**config.mk**
```make
export PLATFORM = sky130hd
export DESIGN_NAME = int_controller_flat
export DESIGN_NICKNAME = d
export VERILOG_FILES = /design/src/rtl/int_ctrl_pkg.sv /design/src/rtl/int_controller_if.sv /design/src/rtl/int_priority_enc.sv /design/src/rtl/int_controller.sv /design/src/flat_wrapper.sv
export SDC_FILE = /design/constraint.sdc
export NUM_CORES = 1
export LEC_CHECK = 0
export ABC_AREA = 1
export CELL_PAD_IN_SITES_DETAIL_PLACEMENT = 1
export CELL_PAD_IN_SITES_GLOBAL_PLACEMENT = 2
export CORE_UTILIZATION = 24
export CTS_CLUSTER_DIAMETER = 40
export DETAILED_ROUTE_END_ITERATION = 10
export PLACE_DENSITY = 0.83
export SLEW_MARGIN = 20
export SYNTH_ARGS = -nofsm -noshare
export SYNTH_HDL_FRONTEND = slang
export SYNTH_HIERARCHICAL = 1
export SYNTH_SLANG_ARGS = --single-unit
export TNS_END_PERCENT = 1
```
**constraint.sdc**
```tcl
create_clock -name CLK -period 1.3 [get_ports CLK]
set_clock_uncertainty 0.05 [all_clocks]
set_input_delay 0.26 -clock CLK [delete_from_list [all_inputs] [get_ports CLK]]
set_output_delay 0.26 -clock CLK [all_outputs]
set_load 0.05 [all_outputs]
```
**src/rtl/int_ctrl_pkg.sv**
```systemverilog
// Shared types and MCU port map for the interrupt controller.
package int_ctrl_pkg;

  typedef enum logic [1:0] {
    IDLE     = 2'd0,
    ASSERT   = 2'd1,
    WAIT_ACK = 2'd2
  } state_e;

  localparam logic [7:0] MASK_ID = 8'h60;
  localparam logic [7:0] ACK_ID  = 8'h61;
  localparam logic [7:0] PEND_ID = 8'h62;
  localparam logic [7:0] INFO_ID = 8'h63;

  // Source index width; covers up to 8 sources.
  localparam int IDX_W = 3;

endpackage

```
**src/rtl/int_controller_if.sv**
```systemverilog
// MCU I/O port bus: write strobe/address/data out, read data/hit back.
interface int_controller_if;
  logic [7:0] PORT_ID;
  logic [7:0] OUT_PORT;
  logic       IO_STRB;
  logic [7:0] RD_DATA;
  logic       RD_HIT;

  modport master (output PORT_ID, OUT_PORT, IO_STRB, input RD_DATA, RD_HIT);
  modport slave  (input PORT_ID, OUT_PORT, IO_STRB, output RD_DATA, RD_HIT);
endinterface

```
**src/rtl/int_priority_enc.sv**
```systemverilog
// Lowest-index-wins priority encoder.
module int_priority_enc
  import int_ctrl_pkg::*;
#(
  parameter int W = 4
) (
  input  logic [W-1:0]     vec,
  output logic [IDX_W-1:0] idx,
  output logic             valid
);

  always_comb begin
    idx   = '0;
    valid = |vec;
    for (int i = W - 1; i >= 0; i--) begin
      if (vec[i]) idx = IDX_W'(i);
    end
  end

endmodule

```
**src/rtl/int_controller.sv**
```systemverilog
// Edge-triggered, maskable interrupt controller with MCU port interface.
// Optional acknowledge timeout under `define INT_CTRL_TIMEOUT_EN.
module int_controller
  import int_ctrl_pkg::*;
#(
  parameter int NUM_SRC     = 4,
  parameter int PULSE_LEN   = 2,
  parameter int TIMEOUT_CYC = 1000
) (
  input  logic               CLK,
  input  logic               RESET_N,
  input  logic [NUM_SRC-1:0] SRC,
  int_controller_if.slave    bus,
  output logic               INT_OUT
);

  state_e             state_q, state_d;
  logic [NUM_SRC-1:0] src_prev_q;
  logic [NUM_SRC-1:0] pending_q, pending_d;
  logic [NUM_SRC-1:0] mask_q, mask_d;
  logic [NUM_SRC-1:0] rise, ack_clr;
  logic [IDX_W-1:0]   cur_id_q, cur_id_d, enc_idx;
  logic               enc_vld;
  logic               in_service_q, in_service_d;
  logic [3:0]         pulse_cnt_q, pulse_cnt_d;
  logic               int_out_q, int_out_d;
  logic               wr_mask, wr_ack, ack_take;
  logic               tmo_hit, timeout_flag;
  logic [7:0]         pend8;
  logic               unused_port_bits;

  assign wr_mask  = bus.IO_STRB && (bus.PORT_ID == MASK_ID);
  assign wr_ack   = bus.IO_STRB && (bus.PORT_ID == ACK_ID);
  assign ack_take = wr_ack && (state_q == WAIT_ACK);
  assign rise     = SRC & ~src_prev_q;
  // OUT_PORT bits above NUM_SRC-1 are intentionally dropped.
  assign unused_port_bits = ^bus.OUT_PORT;

  for (genvar g = 0; g < NUM_SRC; g++) begin : g_ack
    assign ack_clr[g] = ack_take && (cur_id_q == IDX_W'(g));
  end

  int_priority_enc #(.W(NUM_SRC)) u_enc (
    .vec   (pending_q & mask_q),
    .idx   (enc_idx),
    .valid (enc_vld)
  );

`ifdef INT_CTRL_TIMEOUT_EN
  localparam int TMO_W = $clog2(TIMEOUT_CYC + 1);
  logic [TMO_W-1:0] tmo_cnt_q, tmo_cnt_d;
  logic             tmo_flag_q, tmo_flag_d;

  assign tmo_hit = (state_q == WAIT_ACK) && (tmo_cnt_q == TMO_W'(TIMEOUT_CYC - 1));

  always_comb begin
    tmo_cnt_d  = (state_q == WAIT_ACK && !tmo_hit) ? tmo_cnt_q + 1'b1 : '0;
    tmo_flag_d = tmo_flag_q;
    if (tmo_hit && !ack_take)                tmo_flag_d = 1'b1;
    else if (wr_ack && state_q == IDLE)      tmo_flag_d = 1'b0;
  end

  always_ff @(posedge CLK or negedge RESET_N) begin
    if (!RESET_N) begin
      tmo_cnt_q  <= '0;
      tmo_flag_q <= 1'b0;
    end else begin
      tmo_cnt_q  <= tmo_cnt_d;
      tmo_flag_q <= tmo_flag_d;
    end
  end

  assign timeout_flag = tmo_flag_q;
`else
  localparam int unused_timeout_cyc = TIMEOUT_CYC;
  assign tmo_hit      = 1'b0;
  assign timeout_flag = 1'b0;
`endif

  always_comb begin
    state_d      = state_q;
    cur_id_d     = cur_id_q;
    in_service_d = in_service_q;
    pulse_cnt_d  = pulse_cnt_q;
    int_out_d    = int_out_q;
    mask_d       = wr_mask ? bus.OUT_PORT[NUM_SRC-1:0] : mask_q;
    // A fresh edge in the ACK cycle wins over the clear.
    pending_d    = (pending_q & ~ack_clr) | rise;

    case (state_q)
      IDLE: begin
        if (enc_vld) begin
          state_d      = ASSERT;
          cur_id_d     = enc_idx;
          in_service_d = 1'b1;
          pulse_cnt_d  = 4'(PULSE_LEN);
          int_out_d    = 1'b1;
        end
      end
      ASSERT: begin
        if (pulse_cnt_q <= 4'd1) begin
          state_d     = WAIT_ACK;
          pulse_cnt_d = '0;
          int_out_d   = 1'b0;
        end else begin
          pulse_cnt_d = pulse_cnt_q - 4'd1;
        end
      end
      WAIT_ACK: begin
        if (ack_take || tmo_hit) begin
          state_d      = IDLE;
          in_service_d = 1'b0;
        end
      end
      default: begin
        state_d   = IDLE;
        int_out_d = 1'b0;
      end
    endcase
  end

  always_ff @(posedge CLK or negedge RESET_N) begin
    if (!RESET_N) begin
      state_q      <= IDLE;
      src_prev_q   <= '0;
      pending_q    <= '0;
      mask_q       <= '0;
      cur_id_q     <= '0;
      in_service_q <= 1'b0;
      pulse_cnt_q  <= '0;
      int_out_q    <= 1'b0;
    end else begin
      state_q      <= state_d;
      src_prev_q   <= SRC;
      pending_q    <= pending_d;
      mask_q       <= mask_d;
      cur_id_q     <= cur_id_d;
      in_service_q <= in_service_d;
      pulse_cnt_q  <= pulse_cnt_d;
      int_out_q    <= int_out_d;
    end
  end

  assign INT_OUT = int_out_q;

  always_comb begin
    pend8              = '0;
    pend8[NUM_SRC-1:0] = pending_q;
    case (bus.PORT_ID)
      PEND_ID: bus.RD_DATA = pend8;
      INFO_ID: bus.RD_DATA = {timeout_flag, in_service_q, 3'b000, cur_id_q};
      default: bus.RD_DATA = 8'h00;
    endcase
  end

  assign bus.RD_HIT = (bus.PORT_ID == PEND_ID) || (bus.PORT_ID == INFO_ID);

endmodule

```
**src/flat_wrapper.sv**
```systemverilog
// flat-port wrapper written by rule: the top's interface ports become plain ports
module int_controller_flat import int_ctrl_pkg::*;
#(
  parameter int NUM_SRC     = 4,
  parameter int PULSE_LEN   = 2,
  parameter int TIMEOUT_CYC = 1000
)
  (CLK, RESET_N, SRC, INT_OUT, bus_PORT_ID, bus_OUT_PORT, bus_IO_STRB, bus_RD_DATA, bus_RD_HIT);
  int_controller_if bus_i ();
  input  logic CLK;
  input  logic RESET_N;
  input  logic [NUM_SRC-1:0] SRC;
  output logic INT_OUT;
  input wire logic [$bits(bus_i.PORT_ID)-1:0] bus_PORT_ID;
  input wire logic [$bits(bus_i.OUT_PORT)-1:0] bus_OUT_PORT;
  input wire logic [$bits(bus_i.IO_STRB)-1:0] bus_IO_STRB;
  output wire logic [$bits(bus_i.RD_DATA)-1:0] bus_RD_DATA;
  output wire logic [$bits(bus_i.RD_HIT)-1:0] bus_RD_HIT;
  assign bus_i.PORT_ID = bus_PORT_ID;
  assign bus_i.OUT_PORT = bus_OUT_PORT;
  assign bus_i.IO_STRB = bus_IO_STRB;
  assign bus_RD_DATA = bus_i.RD_DATA;
  assign bus_RD_HIT = bus_i.RD_HIT;
  int_controller #(.NUM_SRC(NUM_SRC), .PULSE_LEN(PULSE_LEN), .TIMEOUT_CYC(TIMEOUT_CYC)) u_core (.CLK(CLK), .RESET_N(RESET_N), .SRC(SRC), .bus(bus_i), .INT_OUT(INT_OUT));
endmodule
```
======== Word level (Yosys, flattened, before mapping) ========
Index checks and enable logic that the tools add are counted.
storage, ports and cells
  register bits after elaboration ......... 23
  input port bits ......................... 23
  output and inout port bits .............. 10
  logic and storage cells ................. 64
operators by class
  add/subtract/negate cells ............... 1
  $lt $le $gt $ge ......................... 1
  eq/ne operators ......................... 12
  mux-type cells .......................... 17
  bitwise operators ....................... 7
  reduce and logical (&&, ||, !) cells .... 18
operators with widths
  cell                                                             number
  == test 8 x 7 -> 1 bit (second input constant)                   4
  case mux 7 bit (2 select lines)                                  1
  AND 4 bit                                                        3
  2-to-1 mux 3 bit                                                 3
  AND reduction 3 bit                                              3
  2-to-1 mux 2 bit                                                 4
  2-to-1 mux 4 bit                                                 2
  inverter 4 bit                                                   2
  case mux 4 bit (2 select lines)                                  1
  logical AND 1 bit                                                7
  == test 3 x 2 -> 1 bit (second input constant)                   2
  inequality test 2 x 1 -> 1 bit (second input constant)           3
  case mux 2 bit (3 select lines)                                  1
  less-or-equal comparator 4 x 1 -> 1 bit (second input constant)  1
  OR 4 bit                                                         1
  AND reduction 2 bit                                              2
  nonzero test 2 bit                                               2
  OR reduction 4 bit                                               1
  subtractor 4 x 1 -> 4 bit (second input constant)                1
  == test 3 x 1 -> 1 bit (second input constant)                   1
  zero test 3 bit                                                  1
  2-to-1 mux 1 bit                                                 3
  case mux 1 bit (3 select lines)                                  1
  == test 2 x 1 -> 1 bit (second input constant)                   1
  5 further kinds                                                  5

======== Depth between registers and ports, before layout ========
Gate-level depths: netlist (run 1).
  depth after elaboration ................. 7
  gate-level depth with buffers ........... 9
  gate-level depth less buffers ........... 9

======== Hierarchy ========
The synthesis (run 1) kept the hierarchy.
modules (own cells, without submodules)
  module            times used  cells each  area each (um^2)
  int_controller    1           148         1158.6
  int_priority_enc  1           11          57.6

======== Worst setup path after synthesis (run 1) ========
OpenSTA, ideal clock, no wires.
  kind .................................... input port to output port
  start ................................... input port bus_PORT_ID[7]
  end ..................................... output port bus_RD_DATA[3]
  arrival time ............................ 1482 ps
  data required time ...................... 990 ps
  slack ................................... -492 ps
  cell stages on the path ................. 5
  buffers on the path ..................... 0
  cell sequence ........................... nor2_1 -> nand2_2 -> nor3_4 -> nand2_1 -> nor2_1
between the ends
  cells in the longest elaborated chain, start to end .. 2
RTL lines
  what                               RTL line               RTL
  start: declaration                 flat_wrapper.sv:14     input wire logic [$bits(bus_i.PORT_ID)-1:0] bus_PORT_ID;
  == test 8 x 7 -> 1 bit             int_controller.sv:149  case (bus.PORT_ID)
  case mux 7 bit (2 select lines) *  int_controller.sv:149
  end: declaration                   flat_wrapper.sv:17     output wire logic [$bits(bus_i.RD_DATA)-1:0] bus_RD_DATA;
Mark *: on every way between the ends. The rest lies on a longest branch, timed or not.

======== Worst setup path after layout (run 1) ========
  start ................................... input port bus_PORT_ID[0]
  end ..................................... output port bus_RD_DATA[3]
The elaborated chain is that of the path after synthesis.

==> impl_metrics.csv, run 1 <==
group,metric,value,unit
run_status,violations,"setup timing",
worst_setup_path,cp-end-kind,"primary output",
die,start_util,0.254,
sta,fin_ws,-0.230,ns
clock_network,clock_latency,0.27,ns
global_routing,grt_pass1_vias,1240,
cells_and_area,fillers,576,
clock_network,cts_tree,"yes",
run_status,status,"finished, violations left",
yosys,ys_seq_elements,23,
global_routing,grt.total_usage,0.138,
sta,rsz0062_at_grt,"true",
place,place_ws,-0.606,ns
global_routing,met2_usage,0.236,
cells_and_area,syn_to_final_growth,55.8,%
global_routing,gr-usage-met1,0.175,
global_routing,antenna_found_initial,0,
detailed_routing,viasPerCell,4.21,
die,die_x,73.2,um
global_routing,gr-max-usage-layer,"met2",
cells_and_area,fin_util,0.396,
detailed_routing,drtIter0Drc,24,
yosys,avgSynthCellArea,7.65,um2
worst_setup_path,crit_buf_inv,2,
sta,final-setup-viol-count,6,
clock_network,clock-root-buffer,"clkbuf_8",
yosys,synth_top_area_share,0.473,
global_routing,met3_usage,0.0138,
sta,hold_violations,0,
yosys,synth_flop_cell,"dfrtp_1",
die,rows,25,
yosys,synth_area,1220,um2
cells_and_area,fin_area,1890,um2
worst_setup_path,worstPathCellList,"clkdlybuf4s15_1 > nor3_4 > nand2_2 > nor2_4 > buf_12",
yosys,synth_cell_type_count,21,
place,portBuffers,25,
clock_network,clockBufferDepth,2,
die,coreArea,4790,um2
cells_and_area,diodes,0,
clock_network,clk_transition_reported_paths,0.09,ns
global_routing,grt_max_degree,24,
sta,slew_viol_final,0,
yosys,synthTopCellsByArea,"dfrtp_1 (47%), nand2_1 (17%), inv_1 (5.9%)",
yosys,async_flop_share,1.00,
yosys,ys_seq_area_frac,0.473,
die,ioPinCount,33,
yosys,synth_most_common_cell,"nand2_1",
flow_run,cap_violations,0,
worst_setup_path,crit_path_max_incr_delay,0.34,ns
detailed_routing,drc,0,
power,total_leakage_power,0.968,nW
clock_network,cts_made_buffers,3,
worst_setup_path,cp_slowest_cell,"nor3_4",
cells_and_area,fin_cells,273,
sta,period_needed,1.53,ns
die,die_area,5360,um2
detailed_routing,drt-total-wl,3110,um
yosys,yosysTopAreaCell,"dfrtp_1",
place,placedInstanceArea,1810,um2
power,finalPower,2.33,mW
detailed_routing,firstDrtPassIters,4,
place,place.detailed.instances,269,
detailed_routing,ant_nets,0,
yosys,syn-instance-count,159,
min_path,hold_path_class,"in2async",
place,gp_congestion,0.920,
yosys,synth-edff-count,0,
cells_and_area,final_layout_size_suffix_gt1_frac,0.330,
place,dp_hpwl,2470,um
detailed_routing,post_drt_wl_per_cell,11.4,um
die,die_h,73.2,um
cells_and_area,layout.nets,232,
worst_setup_path,worstPathMaxFanout,5,
worst_setup_path,worstPathRequired,0.99,ns
power,p_per_area,1230,nW/um2
worst_setup_path,critPathKind,"in2out",
worst_setup_path,worstSetupStartpointType,"input pin",
global_routing,grt_pass1_wl,5520,um
clock_network,clock-sinks,23,
detailed_routing,vias,1148,
worst_setup_path,cp.arrival,1.22,ns
sta,fmax,653,MHz
yosys,yosysWarnings,6,
power,ir_worst_vdd,0.000496,V
sta,period_share,1.18,
clock_network,htreeDepth,1,
worst_setup_path,critical_path.top_delay_family,"simple AND/OR/NAND/NOR gates",
yosys,synth_common_cells,"nand2_1 (55), dfrtp_1 (23), inv_1 (19)",
global_routing,overflow,0,
registers in the layout, indices dropped and copies added, names as in the netlist:
name and count:
u_core/state_q 2, u_core/INT_OUT 1, u_core/pending_q 4, u_core/cur_id_q 3
u_core/in_service_q 1, u_core/mask_q 4, u_core/pulse_cnt_q 4, u_core/src_prev_q 4
cells by family (layout without fill, tap and decap cells):
logic type | after synthesis | after routing | share of synthesized area
AO/OA/AOI/OAI | 11 | 11 | 0.0535
XOR/XNOR | 2 | 2 | 0.0144
AND/OR/NAND/NOR | 89 | 89 | 0.326
adder cells (fa/ha/maj) | 2 | 2 | 0.0206
flip-flops | 23 | 23 | 0.473
buffers and inverters | 30 | 75 | 0.106
other | 2 | 4 | 0.00618
through the flow:
step,TNS [ns],hold slack [ns]
3_3_place_gp,-6.84,0.409
2_1_floorplan,-0.803,-0.0856
4_1_cts,-1.41,0.291
5_1_grt,-2.19,0.284
6_report,-1.18,0.284
3_5_place_dp,-6.85,0.414
report_power, final:
part           internal (mW)  switching (mW)
registers              0.848           0.120
clock network          0.214           0.236
logic                  0.419           0.498
total                   1.48           0.854
cells in the final DEF, fill, tap and decap left out, types with 2 or more instances in the layout:
| cell type | count |
|---|---|
| nand2_4 | 2 |
| buf_6 | 4 |
| buf_12 | 8 |
| xor2_1 | 2 |
| nand3_2 | 2 |
| nor2_4 | 6 |
| buf_4 | 19 |
| clkdlybuf4s50_1 | 10 |
| nand4_1 | 5 |
| conb_1 | 4 |
| o21ai_4 | 2 |
| inv_1 | 17 |
| ha_1 | 2 |
| nand3_1 | 8 |
| buf_2 | 3 |
| nand2_2 | 6 |
| inv_2 | 8 |
| nor3_1 | 3 |
| o21ai_1 | 5 |
| nand2_1 | 49 |
| nor2_1 | 6 |
| clkbuf_8 | 3 |
| dfrtp_1 | 23 |
| a21oi_2 | 2 |
per-layer routing:
layer	share of wire	vias to the layer above
met2	0.51	16
met1	0.45	549
li1	-	579
met5	0	-
met3	0.022	4
met4	0.020	0
worst reg2reg max path: stages, from the launching register on:
cell and delay [ns]:
dfrtp_1 0.41, nand2_1 0.07, inv_1 0.05, inv_2 0.05
nand4_1 0.11, nand2_1 0.11, inv_2 0.06, buf_4 0.15
nand2_1 0.05, o21ai_1 0.05
area by class of cell:
type	count	area, um2	area share
inverters	25	93.8	0.0495
clock inverters	1	5.00	0.00264
clock buffers	3	41.3	0.0218
well taps	67	83.8	0.0443
multi-input cells	108	613	0.324
flip-flops and latches	23	576	0.304
repair buffers	46	482	0.254
path summary, 6_finish.rpt:
| check | start | end | slack, ns | cells past startpoint |
|---|---|---|---|---|
| max | bus_PORT_ID[0] | bus_RD_DATA[3] | -0.23 | 5 |
| min | RESET_N | u_core/pending_q[2]$_DFF_PN0_ | 0.28 | 2 |
| max reg2reg | u_core/pending_q[3]$_DFF_PN0_ | u_core/cur_id_q[0]$_DFFE_PN0P_ | 0.02 | 9 |
| min reg2reg | u_core/src_prev_q[0]$_DFF_PN0_ | u_core/pending_q[0]$_DFF_PN0_ | 0.42 | 3 |
| max in group asynchronous | RESET_N | u_core/state_q[0]$_DFFE_PN0P_ | 0.77 | 2 |
| min in group CLK | SRC[1] | u_core/src_prev_q[1]$_DFF_PN0_ | 0.40 | 1 |
timing repair:
action | CTS | global route
setup buffers | 0 | 0
pin swaps | 9 | 5
gates resized for setup | 35 | 7
endpoints found under the setup margin | 22 | 16
hold buffers | 0 | 0
Note: power is estimated with default switching activity, not from simulation.
==> run 2: changes to the inputs <==
--- a/config.mk
+++ b/config.mk
@@ -12,6 +12,7 @@
 export CTS_CLUSTER_DIAMETER = 40
 export DETAILED_ROUTE_END_ITERATION = 10
 export PLACE_DENSITY = 0.83
+export REMOVE_ABC_BUFFERS = 1
 export SLEW_MARGIN = 20
 export SYNTH_ARGS = -nofsm -noshare
 export SYNTH_HDL_FRONTEND = slang
==> run 2 against run 1 <==
Against the previous run: the run still ends with setup timing left; sequential share of layout area shrank 0.34 points; setup slack gained 0.018 ns; critical path depth grew 2; die area is the same; routed wire length grew 3.9%; sequential cell count is the same; first-iteration DRC count grew 54%; non-clock buffer count grew 4; cell count grew 1.5%; fmax grew 1.2%; combinational power grew 7.2%; largest cell class unchanged.
==> impl_metrics.csv, run 2 (synthesis gave the netlist of run 1 again) <==
group,metric,value,unit
worst_setup_path,crit_path_max_incr_delay,0.27,ns
sta,rsz0062_at_grt,"true",
detailed_routing,vias,1179,
clock_network,cts_tree,"yes",
sta,whs,0.290,ns
place,dp_hpwl,2530,um
global_routing,grt_max_degree,24,
worst_setup_path,worstSetupStartpointType,"input pin",
sta,period_share,1.16,
worst_setup_path,cp-end-kind,"primary output",
sta,fmax,661,MHz
place,place.detailed.instances,271,
cells_and_area,layout.nets,236,
power,switching_share,0.367,
worst_setup_path,critPathKind,"in2out",
die,die_h,73.2,um
clock_network,clock-sinks,23,
clock_network,clk_transition_reported_paths,0.09,ns
place,portBuffers,25,
flow_run,cap_violations,0,
clock_network,hold_buffers,0,
die,start_util,0.254,
cells_and_area,fin_cells,277,
worst_setup_path,worstPathRequired,0.99,ns
clock_network,clockBufferDepth,2,
global_routing,grt_pass1_wl,5640,um
min_path,hold_path_class,"in2async",
power,ir_worst_vdd,0.000491,V
detailed_routing,firstDrtPassIters,4,
worst_setup_path,worst-path-stages,7,
cells_and_area,mostFrequentLayoutCell,"nand2_1",
power,power_frac_clock,0.192,
cells_and_area,syn_to_final_growth,57.5,%
clock_network,htreeDepth,1,
power,combPwrFrac,0.407,
global_routing,overflow,0,
sta,period_needed,1.51,ns
run_status,violations,"setup timing",
clock_network,clock-root-buffer,"clkbuf_8",
detailed_routing,drtIter0Drc,37,
power,p_switching,0.886,mW
worst_setup_path,cp_slowest_cell,"nor3_4",
cells_and_area,diodes,0,
sta,final-setup-viol-count,7,
sta,fin_ws,-0.213,ns
global_routing,grt_pass1_vias,1292,
die,rows,25,
power,finalPower,2.41,mW
detailed_routing,viasPerCell,4.26,
die,die_x,73.2,um
global_routing,grt.total_usage,0.137,
die,ioPinCount,33,
power,seqPwrFrac,0.401,
detailed_routing,ant_nets,0,
place,gp_congestion,0.787,
cells_and_area,layout_common_cells,"nand2_1 (47), dfrtp_1 (23), buf_4 (22), inv_1 (15)",
power,total_leakage_power,0.992,nW
worst_setup_path,reg2regPathDepth,9,
global_routing,antenna_found_initial,0,
place,place_ws,-0.643,ns
worst_setup_path,critical_path.top_delay_family,"simple AND/OR/NAND/NOR gates",
clock_network,clock_latency,0.27,ns
die,die_area,5360,um2
worst_setup_path,crit_buf_inv,3,
clock_network,cts_made_buffers,3,
worst_setup_path,worstPathCellList,"buf_6 > nor2_4 > inv_2 > nor3_4 > nand3_1 > o21ai_2 > buf_12",
run_status,status,"finished, violations left",
sta,hold_violations,0,
worst_setup_path,worstPathMaxFanout,5,
worst_setup_path,cp.arrival,1.20,ns
die,coreArea,4790,um2
power,p_per_area,1260,nW/um2
sta,slew_viol_final,0,
power,p_int,1.53,mW
detailed_routing,drc,0,
detailed_routing,post_drt_wl_per_cell,11.6,um
cells_and_area,final_layout_size_suffix_gt1_frac,0.357,
detailed_routing,drt-total-wl,3230,um
cells_and_area,fin_util,0.400,
[run 2: changes by cell type in the layout (fill, tap and decap cells not counted), sizes merged]
cell and change:
buf +4
[run 2: repair_timing]
action / CTS / global route
setup endpoints to repair: 22 / 14
cloned: 0 / 0
pin swaps: 11 / 4
endpoints found under the hold margin: 0 / 0
setup buffers: 2 / 0
resized for setup: 51 / 4
[run 2: layout make-up]
type / instances / area (um2)
inverters: 25 / 93.8
repair buffers: 50 / 523
flip-flops and latches: 23 / 576
fillers: 568 / 2870
clock buffers: 3 / 41.3
clock inverters: 1 / 5.00
multi-input cells: 108 / 593
well taps: 67 / 83.8
[run 2: power groups by stage]
stage	Clock (mW)	Sequential, mW	Combinational, mW
after floorplan	0	0.984	0.460
after global placement	0	0.976	0.901
after detailed placement	0	0.978	0.928
after CTS	0.487	0.968	0.974
after global routing	0.507	0.984	1.10
final	0.463	0.967	0.983
[run 2: worst paths after layout]
check / from / end / slack (ns)
setup / recovery: bus_PORT_ID[3] / bus_RD_DATA[1] / -0.21
hold / removal: RESET_N / u_core/mask_q[0]$_DFFE_PN0P_ / 0.29
setup reg to reg: u_core/pending_q[1]$_DFF_PN0_ / u_core/pulse_cnt_q[1]$_DFFE_PN0P_ / 0
hold reg to reg: u_core/src_prev_q[1]$_DFF_PN0_ / u_core/pending_q[1]$_DFF_PN0_ / 0.43
max in group asynchronous: RESET_N / u_core/pending_q[0]$_DFF_PN0_ / 0.76
min in group CLK: SRC[1] / u_core/src_prev_q[1]$_DFF_PN0_ / 0.39
[run 2: layer usage]
layer  vias to the layer above  track usage  share of wire
li1                        587            -              -
met1                       566        0.164           0.45
met2                        21        0.245           0.50
met3                         5       0.0249          0.040
met4                         0       0.0458          0.015
met5                         -            0              0
[run 2: metrics by stage]
stage | setup TNS, ns | instance area (um2)
finish | -1.05 | 1920
global route | -1.99 | 1920
CTS | -1.18 | 1900
detailed placement | -7.49 | 1780
global placement | -6.75 | 1780
floorplan | -2.24 | 1190
